`config.mk`:
```
export PLATFORM = sky130hd
export DESIGN_NAME = packet_scheduler_flat
export DESIGN_NICKNAME = d
export VERILOG_FILES = /design/src/rtl/packet_scheduler_if.sv /design/src/rtl/packet_scheduler.sv /design/src/flat_wrapper.sv
export SDC_FILE = /design/constraint.sdc
export NUM_CORES = 1
export LEC_CHECK = 0
export CORE_AREA = 5 5 151 153
export CTS_BUF_LIST = sky130_fd_sc_hd__clkbuf_4 sky130_fd_sc_hd__clkbuf_8
export CTS_CLUSTER_DIAMETER = 80
export DETAILED_ROUTE_END_ITERATION = 10
export DIE_AREA = 0 0 156 158
export PLACE_DENSITY = 0.78
export SETUP_SLACK_MARGIN = 0.15
export SKIP_LAST_GASP = 1
export SLEW_MARGIN = 20
export SYNTH_ARGS = -nofsm -noshare
export SYNTH_HDL_FRONTEND = slang
export SYNTH_SLANG_ARGS = --single-unit
```
`constraint.sdc`:
```
create_clock -name axis_aclk -period 3 [get_ports axis_aclk]
set_input_delay 0.6 -clock axis_aclk [delete_from_list [all_inputs] [get_ports axis_aclk]]
set_output_delay 0.6 -clock axis_aclk [all_outputs]
set_load 0.02 [all_outputs]
```
`src/rtl/packet_scheduler_if.sv`:
```
// Gate-facing signals of the packet scheduler: start pulse and length towards the gate,
// plus the gate's output handshake, which the scheduler only monitors.
interface packet_scheduler_if #(
    parameter int LEN_WIDTH = 32
);
    logic                 gate_start;
    logic [LEN_WIDTH-1:0] gate_length;
    logic                 mon_tvalid;
    logic                 mon_tready;
    logic                 mon_tlast;

    modport master (
        output gate_start,
        output gate_length,
        input  mon_tvalid,
        input  mon_tready,
        input  mon_tlast
    );

    modport slave (
        input  gate_start,
        input  gate_length,
        output mon_tvalid,
        output mon_tready,
        output mon_tlast
    );
endinterface

```
`src/rtl/packet_scheduler.sv`:
```
// Sequences an AXIS packet gate: start pulse per packet, tlast detection, programmable gap,
// finite or continuous runs, stop request and WAIT-state timeout.
module packet_scheduler #(
    parameter int LEN_WIDTH = 32,
    parameter int CNT_WIDTH = 16
) (
    input  logic                 axis_aclk,
    input  logic                 axis_areset,
    input  logic [LEN_WIDTH-1:0] cfg_length,
    input  logic [CNT_WIDTH-1:0] cfg_count,
    input  logic [LEN_WIDTH-1:0] cfg_gap,
    input  logic [LEN_WIDTH-1:0] cfg_timeout,
    input  logic                 ctrl_start,
    input  logic                 ctrl_stop,
    packet_scheduler_if.master   gate,
    output logic                 busy,
    output logic                 done,
    output logic [CNT_WIDTH-1:0] pkt_cnt,
    output logic                 err_timeout
);

    typedef enum logic [2:0] {
        S_IDLE,
        S_ISSUE,
        S_WAIT,
        S_GAP,
        S_DONE
    } state_e;

    state_e               state_q, state_d;
    logic                 start_dly_q, start_dly_d;
    logic                 stop_pending_q, stop_pending_d;
    logic [LEN_WIDTH-1:0] length_q, length_d;
    logic [LEN_WIDTH-1:0] gap_sh_q, gap_sh_d;
    logic [LEN_WIDTH-1:0] timeout_sh_q, timeout_sh_d;
    logic [CNT_WIDTH-1:0] cnt_sh_q, cnt_sh_d;
    logic [LEN_WIDTH-1:0] wait_cnt_q, wait_cnt_d;
    logic [LEN_WIDTH-1:0] gap_cnt_q, gap_cnt_d;
    logic [CNT_WIDTH-1:0] pkt_cnt_q, pkt_cnt_d;
    logic                 err_q, err_d;

    logic                 start_edge;
    logic                 transfer;
    logic [CNT_WIDTH-1:0] pkt_next;

    assign start_edge = ctrl_start & ~start_dly_q;
    assign transfer   = gate.mon_tvalid & gate.mon_tready;
    assign pkt_next   = pkt_cnt_q + CNT_WIDTH'(1);

    always_comb begin
        // NOTE: every *_d gets its hold value first so no path through the case infers a latch.
        state_d        = state_q;
        start_dly_d    = ctrl_start;
        stop_pending_d = stop_pending_q;
        length_d       = length_q;
        gap_sh_d       = gap_sh_q;
        timeout_sh_d   = timeout_sh_q;
        cnt_sh_d       = cnt_sh_q;
        wait_cnt_d     = wait_cnt_q;
        gap_cnt_d      = gap_cnt_q;
        pkt_cnt_d      = pkt_cnt_q;
        err_d          = err_q;

        unique case (state_q)
            S_IDLE: begin
                if (start_edge && cfg_length != '0) begin
                    length_d     = cfg_length;
                    gap_sh_d     = cfg_gap;
                    timeout_sh_d = cfg_timeout;
                    cnt_sh_d     = cfg_count;
                    pkt_cnt_d    = '0;
                    err_d        = 1'b0;
                    state_d      = S_ISSUE;
                end
            end
            S_ISSUE: begin
                wait_cnt_d = '0;
                if (ctrl_stop) stop_pending_d = 1'b1;
                state_d = S_WAIT;
            end
            S_WAIT: begin
                if (transfer && gate.mon_tlast) begin
                    pkt_cnt_d  = pkt_next;
                    wait_cnt_d = '0;
                    if (stop_pending_q || ctrl_stop || (cnt_sh_q != '0 && pkt_next == cnt_sh_q)) begin
                        state_d = S_DONE;
                    end else if (gap_sh_q == '0) begin
                        state_d = S_ISSUE;
                    end else begin
                        gap_cnt_d = gap_sh_q;
                        state_d   = S_GAP;
                    end
                end else begin
                    if (ctrl_stop) stop_pending_d = 1'b1;
                    // A gate holding tvalid under backpressure is alive; only silence counts.
                    if (gate.mon_tvalid) begin
                        wait_cnt_d = '0;
                    end else if (timeout_sh_q != '0 && wait_cnt_q == timeout_sh_q - LEN_WIDTH'(1)) begin
                        err_d   = 1'b1;
                        state_d = S_DONE;
                    end else begin
                        wait_cnt_d = wait_cnt_q + LEN_WIDTH'(1);
                    end
                end
            end
            S_GAP: begin
                if (ctrl_stop || stop_pending_q) begin
                    state_d = S_DONE;
                end else if (gap_cnt_q == LEN_WIDTH'(1)) begin
                    state_d = S_ISSUE;
                end else begin
                    gap_cnt_d = gap_cnt_q - LEN_WIDTH'(1);
                end
            end
            S_DONE: begin
                stop_pending_d = 1'b0;
                state_d        = S_IDLE;
            end
            default: state_d = S_IDLE;
        endcase
    end

    always_ff @(posedge axis_aclk) begin
        // NOTE: non-blocking assignments keep every flop sampling pre-edge values.
        if (axis_areset) begin
            state_q        <= S_IDLE;
            start_dly_q    <= 1'b0;
            stop_pending_q <= 1'b0;
            length_q       <= '0;
            gap_sh_q       <= '0;
            timeout_sh_q   <= '0;
            cnt_sh_q       <= '0;
            wait_cnt_q     <= '0;
            gap_cnt_q      <= '0;
            pkt_cnt_q      <= '0;
            err_q          <= 1'b0;
        end else begin
            state_q        <= state_d;
            start_dly_q    <= start_dly_d;
            stop_pending_q <= stop_pending_d;
            length_q       <= length_d;
            gap_sh_q       <= gap_sh_d;
            timeout_sh_q   <= timeout_sh_d;
            cnt_sh_q       <= cnt_sh_d;
            wait_cnt_q     <= wait_cnt_d;
            gap_cnt_q      <= gap_cnt_d;
            pkt_cnt_q      <= pkt_cnt_d;
            err_q          <= err_d;
        end
    end

    assign gate.gate_start  = (state_q == S_ISSUE);
    assign gate.gate_length = length_q;
    assign busy             = (state_q != S_IDLE);
    assign done             = (state_q == S_DONE);
    assign pkt_cnt          = pkt_cnt_q;
    assign err_timeout      = err_q;

endmodule
```
`src/flat_wrapper.sv`:
```
// flat-port wrapper written by rule: the top's interface ports become plain ports
module packet_scheduler_flat 
#(
    parameter int LEN_WIDTH = 32,
    parameter int CNT_WIDTH = 16
)
  (axis_aclk, axis_areset, cfg_length, cfg_count, cfg_gap, cfg_timeout, ctrl_start, ctrl_stop, busy, done, pkt_cnt, err_timeout, gate_gate_start, gate_gate_length, gate_mon_tvalid, gate_mon_tready, gate_mon_tlast);
  packet_scheduler_if #(.LEN_WIDTH(LEN_WIDTH)) gate_i ();
  input  logic axis_aclk;
  input  logic axis_areset;
  input  logic [LEN_WIDTH-1:0] cfg_length;
  input  logic [CNT_WIDTH-1:0] cfg_count;
  input  logic [LEN_WIDTH-1:0] cfg_gap;
  input  logic [LEN_WIDTH-1:0] cfg_timeout;
  input  logic ctrl_start;
  input  logic ctrl_stop;
  output logic busy;
  output logic done;
  output logic [CNT_WIDTH-1:0] pkt_cnt;
  output logic err_timeout;
  output wire logic [$bits(gate_i.gate_start)-1:0] gate_gate_start;
  output wire logic [$bits(gate_i.gate_length)-1:0] gate_gate_length;
  input wire logic [$bits(gate_i.mon_tvalid)-1:0] gate_mon_tvalid;
  input wire logic [$bits(gate_i.mon_tready)-1:0] gate_mon_tready;
  input wire logic [$bits(gate_i.mon_tlast)-1:0] gate_mon_tlast;
  assign gate_gate_start = gate_i.gate_start;
  assign gate_gate_length = gate_i.gate_length;
  assign gate_i.mon_tvalid = gate_mon_tvalid;
  assign gate_i.mon_tready = gate_mon_tready;
  assign gate_i.mon_tlast = gate_mon_tlast;
  packet_scheduler #(.LEN_WIDTH(LEN_WIDTH), .CNT_WIDTH(CNT_WIDTH)) u_core (.axis_aclk(axis_aclk), .axis_areset(axis_areset), .cfg_length(cfg_length), .cfg_count(cfg_count), .cfg_gap(cfg_gap), .cfg_timeout(cfg_timeout), .ctrl_start(ctrl_start), .ctrl_stop(ctrl_stop), .gate(gate_i), .busy(busy), .done(done), .pkt_cnt(pkt_cnt), .err_timeout(err_timeout));
endmodule
```
Word level (Yosys, flattened, before mapping)
Index checks and enable logic that the tools add are counted.
{ "word_totals": {"regBits": 198, "inputBits": 119, "out_inout_bits": 52, "wordCells": 91} }
{ "op_classes": {"add_sub_neg": 4, "n_eq_ne": 20, "muxes": 30, "bitwise_logic": 3, "reduce_logical": 23} }
{ "op_table": {"columns": ["operator", "count"], "rows": [
  ["32-bit 2-to-1 mux", 8],
  ["32-bit one-hot mux with 2 select lines", 2],
  ["32-bit nonzero test", 2],
  ["32-bit by 1-bit subtractor with 32-bit output (second input constant)", 2],
  ["32-bit by 1-bit adder with 32-bit output (second input constant)", 1],
  ["32-bit by 1-bit == test with 1-bit output (second input constant)", 1],
  ["32-bit == test", 1],
  ["32-bit logical NOT", 1],
  ["16-bit 2-to-1 mux", 2],
  ["16-bit one-hot mux with 2 select lines", 1],
  ["3-bit 2-to-1 mux", 7],
  ["16-bit by 1-bit adder with 16-bit output (second input constant)", 1],
  ["16-bit == test", 1],
  ["16-bit nonzero test", 1],
  ["2-bit inequality test (second input constant)", 6],
  ["3-bit one-hot mux with 4 select lines", 1],
  ["3-bit by 2-bit == test with 1-bit output (second input constant)", 2],
  ["1-bit 2-to-1 mux", 6],
  ["2-bit by 1-bit inequality test with 1-bit output (second input constant)", 3],
  ["3-bit by 1-bit inequality test with 1-bit output (second input constant)", 2],
  ["2-bit AND reduction", 3],
  ["6-bit AND reduction", 1],
  ["2-bit nonzero test", 3],
  ["3-bit nonzero test", 2],
  ["other kinds (15)", 20]
]} }

Longest topological paths before layout
Gate-level depths: netlist (run 1).
{ "logic_depth": {"depth_word": 7, "mapped_depth": 14, "ltp_nobuf": 11} }

Worst setup path before layout (run 1)
No wires, ideal clock.
{ "synth_path": {"path_type": "flip-flop to flip-flop", "from": "register u_core.timeout_sh_q[0]", "to": "register u_core.wait_cnt_q[25]", "setup_time_ps": 122, "arrival_ps": 2980, "t_required_ps": 2878, "setup_slack_ps": -102, "stages_incl_launch_ff": 14, "path_buffers": 3, "period_less_slack_ps": 3102, "cell_sequence": "dfxtp_1 inv_1 ha_1 buf_2 nor3b_2 and2_0 clkbuf_1 o32a_1 a211oi_1 nand4_1 nor4_4 a31oi_2 buf_6 a221o_1"} }
{ "synth_between": {"elab_chain_cells": 5, "word_cells_on_any_way": 6, "cone_classes": "add/sub (1); eq/ne (2); reduce/logical (3)"} }
{ "synth_lines": {"columns": ["element", "line_no", "text"], "rows": [
  ["from (decl)", "packet_scheduler.sv:35", "logic [LEN_WIDTH-1:0] timeout_sh_q, timeout_sh_d;"],
  ["from (signal assigned)", "packet_scheduler.sv:143", "timeout_sh_q <= timeout_sh_d;"],
  ["32-bit by 1-bit subtractor with 32-bit output", "packet_scheduler.sv:98", "end else if (timeout_sh_q != '0 && wait_cnt_q == timeout_sh_q - LEN_WIDTH'(1)) begin"],
  ["32-bit == test", "packet_scheduler.sv:98", null],
  ["1-bit logical AND *", "packet_scheduler.sv:98", null],
  ["4-bit by 3-bit inequality test with 1-bit output (no source line) *", null, null],
  ["2-bit AND reduction (no source line) *", null, null],
  ["to (signal assigned)", "packet_scheduler.sv:145", "wait_cnt_q <= wait_cnt_d;"],
  ["to (decl)", "packet_scheduler.sv:37", "logic [LEN_WIDTH-1:0] wait_cnt_q, wait_cnt_d;"]
]} }
Every way passes the cells marked *; elsewhere a longest branch is shown, timed or not.
A chain may end at the register's enable or synchronous reset.

Final worst setup path (run 1)
{ "layout_path": {"from": "register u_core.timeout_sh_q[17]", "to": "register u_core.wait_cnt_q[6]"} }
Same word-level chain as after synthesis.

==> impl_results.md, run 1 <==
* Clk pin slew, worst setup/hold paths at 110 ps
* M2 GR Usage at 42.7%
* Vias at 11.3k
* Clk buf depth at 2
* Chip height at 158 um
* Initial antenna violation count at 0
* Post-DP HPWL at 22,900 um
* DRC viols at 0
* Main combinational cell family by area after synthesis: simple AND/OR/NAND/NOR gates
* M1 GR Usage at 30.4%
* Drt wl/cell at 17.6 um
* Hold_buf cts at 0
* GRT Overall Usage at 25.0%
* First-pass DRT Iterations at 6
* Largest net degree at the start of global routing at 78
* Hold Crit Class: in2reg
* Compound-Gate Fraction of Synth Area at 19.5%
* Final setup viols at 14
* Final Max Tran Viols at 0
* Core area at 0.0214 mm2
* Grt peak-use layer: met2
* Flop pwr share at 42.9%
* Die X at 156 um
* Clk Latency, worst-skew pair at 490 ps
* Async S/R FF share, synth at 0%
* Sw Share at 35.2%
* Port Buffers at 170
* Sink Count at 198
* PD cells at 477 mW/mm2
* RSZ-0062 raised after global routing: yes
* Syn Area/Cell at 7.56 um2
* Final hold viol count at 0
* Post-synthesis mux area share at 1.16%
* CTS tree: done
* Clk pwr share at 27.2%
* Worst setup EP type: register
* Final Hold Slack at 373 ps
* Synth cell types at 74
* Worst Path Arrival at 3420 ps
* Post-synth top area share at 37.8%
* Number of global-route vias before repair at 10.5k
* Clk root buf: clkbuf_8
* Fin crit share at 102%
* Maxcap violations at 0
* Yosys top cell by area: dfxtp_1
* Worst slack at placement at -81.7 ps
* Via density at 5.95
* Most numerous cell in the Yosys netlist: nand2_1
* VDD IR-drop max at 0.000309 V
* CP required at 3370 ps
* Total Wirelength at 33,400 um
* Maximum clock frequency at 328 MHz
* Min cycle time layout at 3050 ps
* Main synth FF type: dfxtp_1
* XOR/XNOR Fraction of Synth Area at 5.35%
* Antenna viol nets, final at 0
* Yosys warns at 0
* Failing checks: negative setup slack
* Top-level I/O count at 171
* Synth Cell Area at 0.0105 mm2
* Antenna diodes at 0
* DRT iter0 DRCs at 1,036
* Leakage at 5.34 nW
* Kind of critical path: reg2reg
* Fraction of layout cells with a size suffix above 1 at 16.7%
* Internal at 0.00440 W
* GPL Wtd Cong at 0.956
* Nets at 1,726
* CTS Buf Count at 17
* Slew HR at 41.9%
* Post-synthesis simple-gate area fraction at 31.3%
* Congestion Overflow GR at 0
* Layout Skew at 27.4 ps
* CP max FO at 4
* Global-route wire length before repair at 51,000 um
* Layout overhead on the synthesized area at 35.9%
* Syn Inst Count at 1,386
* EDFF count, synth at 0
* H-tree levels at 4
* Adder-Cell Fraction of Synth Area at 0.717%
* Seq/Total Area, Yosys at 37.8%
* NetSw at 0.00239 W
* Total power at 0.00679 W
* # rows at 54
* Outcome: finished, violations left
* Number of synthesized register bits at 198
* Setup slack after layout at -49.8 ps
* Synth top cells by count: nand2_1, dfxtp_1, a21oi_1
* Initial core utilization at 48.9%
* Crit start category: register
* Comb power frac at 29.9%
* Syn Nets at 1,511
* Leading post-synthesis cells by cell area: dfxtp_1, nand2_1, a21oi_1
* Die Area at 0.0246 mm2
* Met3 usage at 6.51%
* Least-Margin Pin Slew at 871 ps
stage by stage:
step	TNS, ps	cells	cell area (um2)	util [%]
finish	-391	1894	14200	66.5
global route	-2240	1894	14200	66.5
CTS	0	1875	13600	63.5
detailed placement	-863	1837	13000	60.8
global placement	0	1837	13000	60.8
floorplan	0	1386	10500	-
repair_timing:
action | CTS | global route
resized for setup | 17 | 94
pin swaps | 7 | 43
gates cloned | 2 | 6
setup buffers | 4 | 13
endpoints found under the setup margin | 60 | 68
state kept, by name, indices dropped and copies added (netlist names):
name,cells
u_core.state_q,3
u_core.wait_cnt_q,32
u_core.err_timeout,1
u_core.gap_cnt_q,32
u_core.pkt_cnt,16
u_core.start_dly_q,1
u_core.gap_sh_q,32
u_core.timeout_sh_q,32
u_core.gate.gate_length,32
u_core.cnt_sh_q,16
u_core.stop_pending_q,1
cells by family after synthesis:
kind of cell | Yosys count
xor gates and xnor gates | 64
DFF | 198
and+or+nand+nor | 661
buffers and inverters | 105
adders and majority gates | 6
AOI/OAI and AO/OA | 340
muxes | 12
power groups by stage:
stage	Clock [W]	Combinational [W]	Sequential (W)
after floorplan	0	0.00106	0.00299
after global placement	0	0.00181	0.00296
after detailed placement	0	0.00184	0.00296
after CTS	0.00188	0.00189	0.00291
after global routing	0.00198	0.00220	0.00293
final	0.00185	0.00203	0.00291
critical path, stage by stage, from the launching register on:
cell and delay (ps):
dfxtp_2 340, or4_4 570, or4_4 520, o21ai_2 170, nand3_4 100, o311ai_4 80
o31ai_4 150, buf_4 170, a31oi_4 340, nor2_2 120, a221o_1 370
path summary, 6_finish.rpt:
kind | from | endpoint | slack, ps | cells past startpoint
worst max-delay path | u_core.timeout_sh_q[17] | u_core.wait_cnt_q[6] | -50 | 10
worst min-delay path | axis_areset | u_core.wait_cnt_q[0] | 370 | 2
worst max register to register | u_core.timeout_sh_q[17] | u_core.wait_cnt_q[6] | -50 | 10
worst min register to register | u_core.gate.gate_length[27] | u_core.gate.gate_length[27] | 460 | 2
cells in the final DEF (no fill, tap or decap), types with 12 or more instances in the layout:
master           count
clkbuf_8            18
nand4_1             21
a21oi_1            182
and3_1              17
nand2b_1            13
buf_4               91
nand3_1             32
o211ai_1            12
nor2_1              81
or3_1               12
xor2_1              20
xnor2_1             43
clkdlybuf4s50_1    168
nor4_1              31
nor3_1              33
o21ai_0             36
a31oi_1             13
inv_1               13
buf_12              12
nand2_1            298
dfxtp_1            185
per-layer routing:
layer | vias up | wire [um]
met3 | 97 | 2920
li1 | 5362 | -
met5 | - | 0
met1 | 5261 | 13400
met2 | 543 | 16100
met4 | 0 | 1050
area by class of cell:
cell class,instances,area [um2]
repair buffers,288,2910
flip-flops and latches,198,3990
clock buffers,18,248
fillers,1757,7180
clock inverters,14,195
well taps,280,350
multi-input cells,1083,6490
inverters,13,48.8
Note: power is estimated with default switching activity, not from simulation.
==> inputs of run 2 (changes only) <==
--- a/config.mk
+++ b/config.mk
@@ -5,12 +5,11 @@
 export SDC_FILE = /design/constraint.sdc
 export NUM_CORES = 1
 export LEC_CHECK = 0
-export CORE_AREA = 5 5 151 153
-export CTS_BUF_LIST = sky130_fd_sc_hd__clkbuf_4 sky130_fd_sc_hd__clkbuf_8
+export CORE_AREA = 5 5 153 155
 export CTS_CLUSTER_DIAMETER = 80
 export DETAILED_ROUTE_END_ITERATION = 10
-export DIE_AREA = 0 0 156 158
-export PLACE_DENSITY = 0.78
+export DIE_AREA = 0 0 158 160
+export PLACE_DENSITY = 0.76
 export SETUP_SLACK_MARGIN = 0.15
 export SKIP_LAST_GASP = 1
 export SLEW_MARGIN = 20
==> impl_results.md, run 2 (synthesized netlist as in run 1, its figures left out) <==
* Outcome: finished, violations left
* Failing checks: negative setup slack
* Total Wirelength at 33,400 um (about the same)
* Internal at 0.00488 W (+11%)
* CP required at 3340 ps (-30 ps)
* RSZ-0062 raised after global routing: yes
* Commonest non-fill, non-tap cells in the layout: nand2_1, dfxtp_1, a21oi_1
* Maxcap violations at 0 (unchanged)
* Drt wl/cell at 17.6 um (-0.44%)
* Comb power frac at 27.8% (-2.1 points)
* Die X at 158 um (+1.3%)
* Layout fillers at 1,778 (+1.2%)
* Hold Crit Class: reg2reg
* Vias at 11.1k (-1.1%)
* DRC viols at 0 (unchanged)
* GPL Wtd Cong at 0.928 (-2.9%)
* Core area at 0.0217 mm2 (+1.3%)
* Clk Latency, worst-skew pair at 460 ps (-30 ps)
* Final Max Tran Viols at 0 (unchanged)
* Nets at 1,734 (+0.46%)
* Kind of critical path: reg2reg
* Largest net degree at the start of global routing at 83 (+6.4%)
* Fraction of layout cells with a size suffix above 1 at 17.9% (+1.2 points)
* H-tree levels at 4 (unchanged)
* Port Buffers at 170 (unchanged)
* Crit start category: register
* Setup slack after layout at -72.9 ps (-23.1 ps)
* Leakage at 5.46 nW (+2.2%)
* Initial core utilization at 48.3% (-0.61 points)
* Min cycle time layout at 3070 ps (+23.1 ps)
* Congestion Overflow GR at 0 (unchanged)
* Finished Core Util at 66.9% (+0.42 points)
* Clk pwr share at 32.6% (+5.4 points)
* Layout Cells excl Fill at 1,902 (+0.42%)
* Worst slack at placement at -49.8 ps (+32.0 ps)
* Sink Count at 198 (unchanged)
* Placed cells at 1,843 (+0.33%)
* Maximum clock frequency at 325 MHz (-0.75%)
* Final setup viols at 12 (-2)
* Setup_tns at -497 ps (-106 ps)
* PD cells at 506 mW/mm2 (+6.1%)
* Slew HR at 40.9% (-1.0 points)
* NetSw at 0.00247 W (+3.3%)
* Layout overhead on the synthesized area at 38.5%
* Fin crit share at 102% (+0.77 points)
* First-pass DRT Iterations at 6 (unchanged)
* CP max FO at 8 (+4)
* Die Area at 0.0253 mm2 (+2.6%)
* Worst Path Arrival at 3410 ps (about the same)
* VDD IR-drop max at 0.000388 V (+25%)
* CTS tree: done
* Area of the multi-input gates at 0.00655 mm2 (+0.77%)
* Layout Skew at 17.9 ps (-9.57 ps)
* Chip height at 160 um (+1.3%)
* Clk pin slew, worst setup/hold paths at 80 ps (-30 ps)
* Number of global-route vias before repair at 10.4k (-0.72%)
* Antenna diodes at 0 (unchanged)
* Sw Share at 33.6% (-1.6 points)
* DRT iter0 DRCs at 932 (-10%)
* # rows at 54 (unchanged)
* Worst setup EP type: register
* Clk buf depth at 2 (unchanged)
* Post-DP HPWL at 22,900 um (about the same)
* Final hold viol count at 0 (unchanged)
* Via density at 5.85 (-1.6%)
* CTS Buf Count at 17 (unchanged)
* Flop pwr share at 39.6% (-3.3 points)
* Initial antenna violation count at 0 (unchanged)
* Sequential cell area at 0.00398 mm2 (-0.16%)
* Antenna viol nets, final at 0 (unchanged)
* Top-level I/O count at 171 (unchanged)
* Clk root buf: clkbuf_16
* Global-route wire length before repair at 51,700 um (+1.3%)
* Commonest non-fill, non-tap cell in the layout: nand2_1
* GRT Overall Usage at 24.8% (-0.13 points)
* Least-Margin Pin Slew at 886 ps (+15.3 ps)
## run 2: changes by cell type in the layout (fill, tap and decap cells not counted), moves of 4 or more
| cell | previous run | this run |
|---|---|---|
| clkbuf_8 | 18 | 0 |
| clkbuf_16 | 5 | 20 |
| o21ai_0 | 36 | 25 |
| o21ai_2 | 5 | 16 |
| a21oi_1 | 182 | 176 |
| buf_4 | 91 | 97 |
| a21oi_2 | 10 | 14 |
| nor2_1 | 81 | 77 |
## run 2: final cells by class
type                       count  share of cell area [%]
clock buffer                  17                    2.93
clock inverter                15                    1.35
tap                          280                    2.42
timing repair buffer         296                    20.4
inverter                      13                   0.336
sequential                   198                    27.5
multi-input combinational   1083                    45.1
## run 2: critical path, stage by stage, from the launching register on
cell and delay (ps):
dfxtp_4 360, or4_4 570, nor4_4 280, buf_4 170, nand4_1 100, a2bb2oi_2 160, nand4_1 180, nor4_4 240
buf_4 180, buf_6 110, a31oi_4 140, buf_4 190, a221o_1 280
## run 2: timing repair
action,in CTS,in global routing
gates resized for setup,30,114
pin swaps,14,67
gates cloned,4,3
setup endpoints to repair,65,68
hold buffers,0,0
setup buffers,9,11
## run 2: final timing paths
kind / cells after the start / startpoint / endpoint / slack, ps
max: 12 / u_core.timeout_sh_q[9] / u_core.wait_cnt_q[7] / -70
min: 2 / u_core.gate.gate_length[25] / u_core.gate.gate_length[25] / 450
max reg2reg: 12 / u_core.timeout_sh_q[9] / u_core.wait_cnt_q[7] / -70
min reg2reg: 2 / u_core.gate.gate_length[25] / u_core.gate.gate_length[25] / 450
## run 2: power groups by stage
stage	Sequential, W	Combinational [W]	Clock (W)
final	0.00291	0.00204	0.00240
after global routing	0.00292	0.00221	0.00255
after CTS	0.00290	0.00194	0.00243
after detailed placement	0.00296	0.00185	0
after global placement	0.00296	0.00182	0
after floorplan	0.00299	0.00106	0
## run 2: per-stage QoR
stage / area, um2 / power [W] / hold WS (ps)
2_1_floorplan: 10500 / 0.00404 / 445
3_3_place_gp: 13100 / 0.00478 / 440
3_5_place_dp: 13100 / 0.00481 / 446
4_1_cts: 14000 / 0.00727 / 457
5_1_grt: 14500 / 0.00768 / 477
6_report: 14500 / 0.00735 / 455
## run 2: per-layer routing
| layer | global-route usage [%] | vias up | part of all wire, % |
|---|---|---|---|
| met1 | 30.9 | 5215 | 41 |
| met4 | 8.41 | 0 | 2.7 |
| met2 | 41.2 | 471 | 48 |
| li1 | - | 5372 | - |
| met3 | 6.90 | 77 | 8.2 |
| met5 | 0 | - | 0 |
==> inputs of run 3 (changes only) <==
--- a/config.mk
+++ b/config.mk
@@ -6,7 +6,7 @@
 export NUM_CORES = 1
 export LEC_CHECK = 0
 export CORE_AREA = 5 5 153 155
-export CTS_CLUSTER_DIAMETER = 80
+export CTS_CLUSTER_DIAMETER = 120
 export DETAILED_ROUTE_END_ITERATION = 10
 export DIE_AREA = 0 0 158 160
 export PLACE_DENSITY = 0.76
==> results of run 3 <==
The final DEF is identical to that of run 2; final timing and power are the same.
